===== config.mk =====
export PLATFORM = sky130hd
export DESIGN_NAME = color_palette_pipe_flat
export DESIGN_NICKNAME = d
export VERILOG_FILES = /design/src/rtl/score_disp_pkg.sv /design/src/rtl/color_palette_pipe_if.sv /design/src/rtl/palette_regfile.sv /design/src/rtl/color_palette_pipe.sv /design/src/flat_wrapper.sv
export SDC_FILE = /design/constraint.sdc
export NUM_CORES = 1
export LEC_CHECK = 0
export ABC_AREA = 1
export CORE_AREA = 2 2 127 129
export CTS_CLUSTER_DIAMETER = 200
export DETAILED_ROUTE_END_ITERATION = 10
export DIE_AREA = 0 0 129 131
export PLACE_DENSITY_LB_ADDON = 0.3
export RECOVER_POWER = 100
export SYNTH_ARGS = -nofsm -noshare
export SYNTH_HDL_FRONTEND = slang
export SYNTH_SLANG_ARGS = --single-unit

===== constraint.sdc =====
create_clock -name clk -period 2.6 [get_ports clk]
set_clock_uncertainty 0.15 [all_clocks]
set_input_delay 0.39 -clock clk [delete_from_list [all_inputs] [get_ports clk]]
set_output_delay 0.39 -clock clk [all_outputs]
set_load 0.005 [all_outputs]

===== src/rtl/score_disp_pkg.sv =====
// Shared definitions for the score display colour path: pixel type codes,
// palette index offsets and the default hue table.
package score_disp_pkg;

  typedef enum logic [1:0] {
    PixNote       = 2'b00,
    PixStaff      = 2'b01,
    PixCursor     = 2'b10,
    PixBackground = 2'b11
  } pix_type_e;

  // Fixed palette entries sit directly after the instrument entries.
  localparam int unsigned STAFF_OFS  = 0;
  localparam int unsigned CURSOR_OFS = 1;
  localparam int unsigned BG_OFS     = 2;
  localparam int unsigned NUM_FIXED  = 3;

  // 8-bit-per-channel default colour for instrument i.
  function automatic logic [23:0] hue_rgb24(input int unsigned i);
    case (i)
      0:       return 24'hFF0000;
      1:       return 24'h00FF00;
      2:       return 24'h0000FF;
      3:       return 24'hFFFF00;
      4:       return 24'hFF00FF;
      5:       return 24'h00FFFF;
      6:       return 24'hFF8000;
      7:       return 24'h8000FF;
      default: return 24'h000000;
    endcase
  endfunction

  // Reset value of palette entry idx, before scaling to the channel width.
  function automatic logic [23:0] default_rgb24(input int unsigned idx,
                                                input int unsigned num_instr);
    if (idx < num_instr) begin
      return hue_rgb24(idx);
    end else if (idx == num_instr + BG_OFS) begin
      return 24'h000000;
    end else begin
      return 24'hFFFFFF;
    end
  endfunction

endpackage


===== src/rtl/color_palette_pipe_if.sv =====
// Pixel stream, palette write port and colour output of the palette stage.
interface color_palette_pipe_if #(
  parameter int unsigned NUM_INSTR = 4,
  parameter int unsigned COLOR_W   = 8
);
  localparam int unsigned INSTR_W = (NUM_INSTR > 1) ? $clog2(NUM_INSTR) : 1;
  localparam int unsigned PAL_AW  = $clog2(NUM_INSTR + 3);

  logic                   pix_valid;
  logic [1:0]             pix_type;
  logic [INSTR_W-1:0]     instr;
  logic                   highlight;
  logic                   frame_start;
  logic                   pal_we;
  logic [PAL_AW-1:0]      pal_addr;
  logic [3*COLOR_W-1:0]   pal_wdata;
  logic                   out_valid;
  logic [COLOR_W-1:0]     r;
  logic [COLOR_W-1:0]     g;
  logic [COLOR_W-1:0]     b;

  modport master (
    output pix_valid, pix_type, instr, highlight, frame_start,
    output pal_we, pal_addr, pal_wdata,
    input  out_valid, r, g, b
  );

  modport slave (
    input  pix_valid, pix_type, instr, highlight, frame_start,
    input  pal_we, pal_addr, pal_wdata,
    output out_valid, r, g, b
  );
endinterface


===== src/rtl/palette_regfile.sv =====
// Palette storage: NUM_INSTR+3 colour entries, one write port, one registered
// read port. Entries return to their default colours on reset.
module palette_regfile
  import score_disp_pkg::*;
#(
  parameter int unsigned NUM_INSTR = 4,
  parameter int unsigned COLOR_W   = 8,
  localparam int unsigned NUM_ENTRIES = NUM_INSTR + NUM_FIXED,
  localparam int unsigned PAL_AW      = $clog2(NUM_ENTRIES),
  localparam int unsigned DATA_W      = 3 * COLOR_W
) (
  input  logic              clk,
  input  logic              rst_n,
  input  logic              we,
  input  logic [PAL_AW-1:0] waddr,
  input  logic [DATA_W-1:0] wdata,
  input  logic              re,
  input  logic [PAL_AW-1:0] raddr,
  output logic [DATA_W-1:0] rdata
);

  logic [DATA_W-1:0] mem_q [NUM_ENTRIES];
  logic [DATA_W-1:0] rdata_q;

  // Narrow an 8-bit-per-channel colour to COLOR_W bits by dropping LSBs.
  function automatic logic [DATA_W-1:0] scale(input logic [23:0] c);
    logic [7:0] r8, g8, b8;
    r8 = c[23:16] >> (8 - COLOR_W);
    g8 = c[15:8]  >> (8 - COLOR_W);
    b8 = c[7:0]   >> (8 - COLOR_W);
    return {r8[COLOR_W-1:0], g8[COLOR_W-1:0], b8[COLOR_W-1:0]};
  endfunction

  // Entry storage; out-of-range write addresses are dropped.
  always_ff @(posedge clk or negedge rst_n) begin
    if (!rst_n) begin
      for (int i = 0; i < int'(NUM_ENTRIES); i++) begin
        mem_q[i] <= scale(default_rgb24(i, NUM_INSTR));
      end
    end else if (we && (32'(waddr) < NUM_ENTRIES)) begin
      mem_q[waddr] <= wdata;
    end
  end

  // Registered read; a same-edge write is not forwarded, so the old value is seen.
  always_ff @(posedge clk or negedge rst_n) begin
    if (!rst_n) begin
      rdata_q <= '0;
    end else if (re && (32'(raddr) < NUM_ENTRIES)) begin
      rdata_q <= mem_q[raddr];
    end
  end

  assign rdata = rdata_q;

endmodule


===== src/rtl/color_palette_pipe.sv =====
// Pixel-to-RGB stage: resolves pixel class + instrument to a palette entry,
// looks it up in a programmable palette and blinks highlighted notes.
// Two-stage pipeline, one pixel per cycle, no backpressure.
module color_palette_pipe
  import score_disp_pkg::*;
#(
  parameter int unsigned NUM_INSTR    = 4,
  parameter int unsigned COLOR_W      = 8,
  parameter int unsigned BLINK_FRAMES = 15,
  localparam int unsigned INSTR_W = (NUM_INSTR > 1) ? $clog2(NUM_INSTR) : 1,
  localparam int unsigned PAL_AW  = $clog2(NUM_INSTR + NUM_FIXED),
  localparam int unsigned CNT_W   = (BLINK_FRAMES > 1) ? $clog2(BLINK_FRAMES) : 1,
  localparam int unsigned DATA_W  = 3 * COLOR_W
) (
  input  logic                 clk,
  input  logic                 rst_n,
  color_palette_pipe_if.slave  bus
);

  logic [PAL_AW-1:0] idx_d;
  logic              v1_q;
  logic [PAL_AW-1:0] idx1_q;
  logic              hl1_q;
  logic              out_valid_q;
  logic              inv2_q;
  logic [CNT_W-1:0]  frame_cnt_q;
  logic              blink_phase_q;
  logic [DATA_W-1:0] pal_rdata;
  logic [DATA_W-1:0] rgb;

  // Resolve pixel class to a palette index; unknown instruments show background.
  always_comb begin
    idx_d = PAL_AW'(NUM_INSTR + BG_OFS);
    unique case (pix_type_e'(bus.pix_type))
      PixNote: begin
        if (32'(bus.instr) < NUM_INSTR) begin
          idx_d = PAL_AW'(bus.instr);
        end
      end
      PixStaff:      idx_d = PAL_AW'(NUM_INSTR + STAFF_OFS);
      PixCursor:     idx_d = PAL_AW'(NUM_INSTR + CURSOR_OFS);
      PixBackground: idx_d = PAL_AW'(NUM_INSTR + BG_OFS);
    endcase
  end

  // Stage 1: capture valid, index and the note-highlight flag every cycle.
  always_ff @(posedge clk or negedge rst_n) begin
    if (!rst_n) begin
      v1_q   <= 1'b0;
      idx1_q <= '0;
      hl1_q  <= 1'b0;
    end else begin
      v1_q   <= bus.pix_valid;
      idx1_q <= idx_d;
      hl1_q  <= bus.highlight && (pix_type_e'(bus.pix_type) == PixNote);
    end
  end

  // Frame counter and blink phase, toggled every BLINK_FRAMES frames.
  always_ff @(posedge clk or negedge rst_n) begin
    if (!rst_n) begin
      frame_cnt_q   <= '0;
      blink_phase_q <= 1'b0;
    end else if (bus.frame_start) begin
      if (frame_cnt_q == CNT_W'(BLINK_FRAMES - 1)) begin
        frame_cnt_q   <= '0;
        blink_phase_q <= ~blink_phase_q;
      end else begin
        frame_cnt_q <= frame_cnt_q + 1'b1;
      end
    end
  end

  // Stage 2 colour register lives in the palette read port; it only loads
  // for valid pixels so r/g/b hold across invalid cycles.
  palette_regfile #(
    .NUM_INSTR (NUM_INSTR),
    .COLOR_W   (COLOR_W)
  ) u_palette (
    .clk   (clk),
    .rst_n (rst_n),
    .we    (bus.pal_we),
    .waddr (bus.pal_addr),
    .wdata (bus.pal_wdata),
    .re    (v1_q),
    .raddr (idx1_q),
    .rdata (pal_rdata)
  );

  // Stage 2 control: output valid and inversion flag, sampled with the colour.
  always_ff @(posedge clk or negedge rst_n) begin
    if (!rst_n) begin
      out_valid_q <= 1'b0;
      inv2_q      <= 1'b0;
    end else begin
      out_valid_q <= v1_q;
      if (v1_q) begin
        inv2_q <= hl1_q && blink_phase_q;
      end
    end
  end

  // Inversion mux on registered colour and registered flag.
  always_comb begin
    rgb = inv2_q ? ~pal_rdata : pal_rdata;
  end

  assign bus.out_valid = out_valid_q;
  assign bus.r         = rgb[3*COLOR_W-1 -: COLOR_W];
  assign bus.g         = rgb[2*COLOR_W-1 -: COLOR_W];
  assign bus.b         = rgb[COLOR_W-1 -: COLOR_W];

endmodule


===== src/flat_wrapper.sv =====
// flat-port wrapper written by rule: the top's interface ports become plain ports
module color_palette_pipe_flat import score_disp_pkg::*;
#(
  parameter int unsigned NUM_INSTR    = 4,
  parameter int unsigned COLOR_W      = 8,
  parameter int unsigned BLINK_FRAMES = 15,
  localparam int unsigned INSTR_W = (NUM_INSTR > 1) ? $clog2(NUM_INSTR) : 1,
  localparam int unsigned PAL_AW  = $clog2(NUM_INSTR + NUM_FIXED),
  localparam int unsigned CNT_W   = (BLINK_FRAMES > 1) ? $clog2(BLINK_FRAMES) : 1,
  localparam int unsigned DATA_W  = 3 * COLOR_W
)
  (clk, rst_n, bus_pix_valid, bus_pix_type, bus_instr, bus_highlight, bus_frame_start, bus_pal_we, bus_pal_addr, bus_pal_wdata, bus_out_valid, bus_r, bus_g, bus_b);
  color_palette_pipe_if #(.NUM_INSTR(NUM_INSTR), .COLOR_W(COLOR_W)) bus_i ();
  input  logic clk;
  input  logic rst_n;
  input wire logic [$bits(bus_i.pix_valid)-1:0] bus_pix_valid;
  input wire logic [$bits(bus_i.pix_type)-1:0] bus_pix_type;
  input wire logic [$bits(bus_i.instr)-1:0] bus_instr;
  input wire logic [$bits(bus_i.highlight)-1:0] bus_highlight;
  input wire logic [$bits(bus_i.frame_start)-1:0] bus_frame_start;
  input wire logic [$bits(bus_i.pal_we)-1:0] bus_pal_we;
  input wire logic [$bits(bus_i.pal_addr)-1:0] bus_pal_addr;
  input wire logic [$bits(bus_i.pal_wdata)-1:0] bus_pal_wdata;
  output wire logic [$bits(bus_i.out_valid)-1:0] bus_out_valid;
  output wire logic [$bits(bus_i.r)-1:0] bus_r;
  output wire logic [$bits(bus_i.g)-1:0] bus_g;
  output wire logic [$bits(bus_i.b)-1:0] bus_b;
  assign bus_i.pix_valid = bus_pix_valid;
  assign bus_i.pix_type = bus_pix_type;
  assign bus_i.instr = bus_instr;
  assign bus_i.highlight = bus_highlight;
  assign bus_i.frame_start = bus_frame_start;
  assign bus_i.pal_we = bus_pal_we;
  assign bus_i.pal_addr = bus_pal_addr;
  assign bus_i.pal_wdata = bus_pal_wdata;
  assign bus_out_valid = bus_i.out_valid;
  assign bus_r = bus_i.r;
  assign bus_g = bus_i.g;
  assign bus_b = bus_i.b;
  color_palette_pipe #(.NUM_INSTR(NUM_INSTR), .COLOR_W(COLOR_W), .BLINK_FRAMES(BLINK_FRAMES)) u_core (.clk(clk), .rst_n(rst_n), .bus(bus_i));
endmodule

# Word-level counts from Yosys, hierarchy flattened

Cells that the tools add are included.

Register bits: 204
Latch bits: 0
RAM bits: 0
ROM bits: 0
Bits of input ports: 37
Output and inout port bits: 25
Memories kept: 0

$add $sub $neg: 1
Multipliers: 0
Divide/modulo/power cells: 0
$lt $le $gt $ge: 5
Equal/unequal tests: 4
Shift operators: 0
Multiplexer cells: 9
Bitwise operators: 4
Reductions and logical operators: 7

Operators with widths:

| cell                | number |
|---|---|
| $bwmux 168          | 1 |
| $mux 24             | 4 |
| $bmux 24 s3         | 1 |
| $demux 24 s3        | 1 |
| $not 24->24         | 1 |
| $pmux 3 s4          | 1 |
| $ge 4x4->1 const B  | 2 |
| $not 3->4           | 2 |
| $lt 3x3->1 const B  | 2 |
| $logic_and 1x1->1   | 5 |
| $add 4x1->4 const B | 1 |
| $eq 2x2->1 const B  | 2 |
| $eq 4x4->1 const B  | 1 |
| $lt 4x1->1 const B  | 1 |
| $mux 4              | 1 |
| $eq 2x1->1 const B  | 1 |
| $logic_not 2->1     | 1 |
| $reduce_and 2->1    | 1 |
| $not 1->1           | 1 |

# Depth between registers and ports, before layout

Depth after elaboration: 6
Depth in mapped cells: 8
Gate-level depth less buffers: 7

# Modules after synthesis

A second synthesis with hierarchy kept.

Cell total of the unflattened synthesis: 1,237
Area total of the unflattened synthesis: 9,816.9 um2

By module, submodules not included:

| module             | instances | cells each | area each (um2) | seq. area each (um2) |
|---|---|---|---|---|
| palette_regfile    | 1         | 1,158      | 9,081.2         | 4,914.7 |
| color_palette_pipe | 1         | 79         | 735.7           | 300.3 |

# Worst setup path after synthesis

No wires, ideal clock.

Kind: register to output
Start point: register u_core.inv2_q
End point: output bus_b[3]
Data arrival time: 911 ps
Required time: 2,060 ps
Slack: 1,149 ps
Cell stages (with the launch flop): 4
Path buffers: 2
Path through: dfrtp_1 > buf_2 > buf_2 > xor2_1

Longest elaborated chain between the ends: 1

RTL lines:

| element                  | line                      | RTL |
|---|---|---|
| start: declaration       | color_palette_pipe.sv:25  | `logic inv2_q;` |
| start signal: assignment | color_palette_pipe.sv:98  | `inv2_q <= hl1_q && blink_phase_q;` |
| $mux 24                  | color_palette_pipe.sv:105 | `rgb = inv2_q ? ~pal_rdata : pal_rdata;` |
| end: declaration         | flat_wrapper.sv:27        | `output wire logic [$bits(bus_i.b)-1:0] bus_b;` |

Every way passes these cells.

# Worst setup path after layout

Start point: register u_core.inv2_q
End point: output bus_r[6]

Longest elaborated chain between the ends: 1

RTL lines:

| element          | line                      | RTL |
|---|---|---|
| $mux 24          | color_palette_pipe.sv:105 |  |
| end: declaration | flat_wrapper.sv:25        | `output wire logic [$bits(bus_i.r)-1:0] bus_r;` |

Every way passes these cells.

==> metrics.txt <==
final core utilization=0.715; Final HPWL DP=12,900 um; Syn Nets=1,267; CP Launch Type=flop; FF-to-FF End=u_core.u_palette.rdata[7]$_DFFE_PN0P_; NumNets Final=roughly 1,300; switching power=around 2.5 mW; critical path class=flop to output pin; Mapped Avg Cell Area=7.93 um2; Sw Ratio=0.277; commonest non-fill, non-tap cell in the layout=nand2_1; first-pass GRT wire length=a little under 40,000 um; num rows=46; Netlist cell types=23; Crit Path Max Fanout=25; DRC Markers=0; worst slack at placement=0.623 ns; IO buf count=61; PostCTS Resize Cnt=0; Max Cap Viol=1; total CTS buffers=22; final setup TNS=0 ns; Top Ports=62; Final Setup Violations=0; Final ANT Viol Nets=0; area leader, netlist=dfrtp_1; drt pass-1 iters=5; Worst EP required=2.06 ns; area of the die=16,900 um2; antenna cells=0; reg-to-reg startpoint=u_core.idx1_q[0]$_DFF_PN0_; Cell Pwr Density=803 nW/um2; Overall Power=a little under 9 mW; total placed cells including tap cells=about 1,500; CTS root buf=clkbuf_16; hold slack=0.272 ns; synth top area cells=dfrtp_1 30%, dfstp_2 24%, nand2_1 15%; Final Cell Area=11,200 um2; H-tree depth=1; layout cells sized above 1=0.119; total track usage=0.288; Finished Layout Cells=1,499; core area=15,600 um2; DR vias=8,027; vias in the first global route=7,788; Num Clock Sinks=204; Clk pwr share=0.340; critical path's largest stage delay=0.59 ns; initial antenna violation count=0; slew at the pin closest to its max-slew limit=1.64 ns; worst min path class=input pin to flop; Setup crit start=u_core.inv2_q$_DFFE_PN0P_; post-CTS setup buffers=0; WL per Instance=15.4 um; cell area after synthesis=9750 um2; status=finished, violations left; largest net degree at the start of global routing=67; Synth Warn #=0; GP Congestion=0.793; Hold Buf Count CTS=1; crit path to=bus_r[6]; commonest non-fill, non-tap cells in the layout=400 x nand2_1, 171 x o21ai_0, 143 x inv_1; combinational power share=0.176; leak pwr=5.61 nW; vias per cell=5.35; post-synthesis register bit count=204; Clock Latency Late Sink=0.50 ns; die height=131 um; FF-to-FF setup slack=0.27 ns; Final Hold Viols=0; Die Wd=129 um; RSZ-0062 raised after global routing=no; cell count after synthesis=1,230; Initial Utilization=0.625; Slew Limit Fails=65; Slew HR=-0.0905; Iter 0 DRT Violations=695; slowest CP cell=dlygate4sd3_1; sequential power share=0.484; minimum clock period=2.50 ns; GRT overflow=0; fmax=0.399 GHz; clk slew on worst S/H paths=roughly 0.06 ns; endpoint class of the critical path=output pin; DRT Wirelength=~23,000 um; placed inst area=10,500 um2; cells along the critical path=buf_4 -> xor2_1 -> dlygate4sd3_1; internal power=6.47 mW; register area share after synthesis=0.535; worst reg-to-reg path cell count=8; Clock Path Buffers=3; final worst slack=~0.096 ns; period utilization=0.963; violated checks=max-capacitance violations, max-slew violations; Layout Area Growth over Synthesis=14.3%; VDD IR max=between 500 and 600 uV; post-synth top area share=0.298; WP data arrival=a little under 2 ns; filler cell count=1,233; TritonCTS clock tree=done
worst min-delay path by stage:
stage,cells after the start,to,slack [ns],from
final,3,u_core.hl1_q$_DFF_PN0_,0.27,bus_highlight
after global routing,3,u_core.hl1_q$_DFF_PN0_,0.31,bus_highlight
after CTS,1,u_core.v1_q$_DFF_PN0_,0.21,bus_pix_valid
after detailed placement,1,u_core.u_palette.mem_q[108]$_DFFE_PN0P_,0.27,rst_n
after global placement,1,u_core.u_palette.mem_q[108]$_DFFE_PN0P_,0.28,rst_n
after floorplan,0,u_core.blink_phase_q$_DFFE_PN0P_,-0.06,rst_n
power groups by stage:
stage	combinational [mW]	sequential [mW]	clock (mW)
2_1_floorplan	1.06	4.26	0
3_3_place_gp	1.53	4.33	0
3_5_place_dp	1.59	4.35	0
4_1_cts	1.63	4.31	3.06
5_1_grt	1.84	4.40	3.19
6_report	1.58	4.33	3.04
cells by family after synthesis:
| group | Yosys count | share of synthesized area |
|---|---|---|
| compound gates | 174 | 0.0907 |
| xor+xnor | 25 | 0.0224 |
| buf+inv | 219 | 0.0949 |
| flops | 204 | 0.535 |
| simple gates | 608 | 0.257 |
final cells by class:
cell class / count / area, um2 / share of cell area
Multi-Input combinational cell: 807 / 3610 / 0.323
Clock buffer: 38 / 702 / 0.0629
Inverter: 145 / 544 / 0.0488
Timing Repair Buffer: 88 / 808 / 0.0725
Tap cell: 216 / 270 / 0.0242
Sequential cell: 204 / 5220 / 0.468
Clock inverter: 1 / 5.00 / 0.000449
registers in the layout (all words and copies together), names as in the netlist:
name                    flops
u_core.v1_q                 1
u_core.frame_cnt_q          4
u_core.inv2_q               1
u_core.u_palette.mem_q    168
u_core.u_palette.rdata     24
u_core.idx1_q               3
u_core.blink_phase_q        1
u_core.hl1_q                1
u_core.bus.out_valid        1
metal layers:
metal,wire [um],part of all wire,vias up,global-route usage
met4,559,0.024,0,0.107
met5,0,0,-,0
met1,9630,0.42,3799,0.383
li1,-,-,3891,-
met2,11400,0.49,286,0.490
met3,1520,0.066,51,0.0383
synth_stat cells, drive strengths merged:
master	count
nor2	58
dfrtp	116
or2	24
clkbuf	26
o211ai	1
xor2	24
inv	145
a21oi	1
buf	48
nor3	2
dfstp	88
o21ai	172
xnor2	1
nand3	124
nand2	400
critical path, delay by kind of cell (launching register included):
family                 cells  cell delay [ns]
XOR/XNOR                   1             0.18
flip-flops                 1             0.32
buffers and inverters      2             0.95
(Power assumes the default switching activity.)
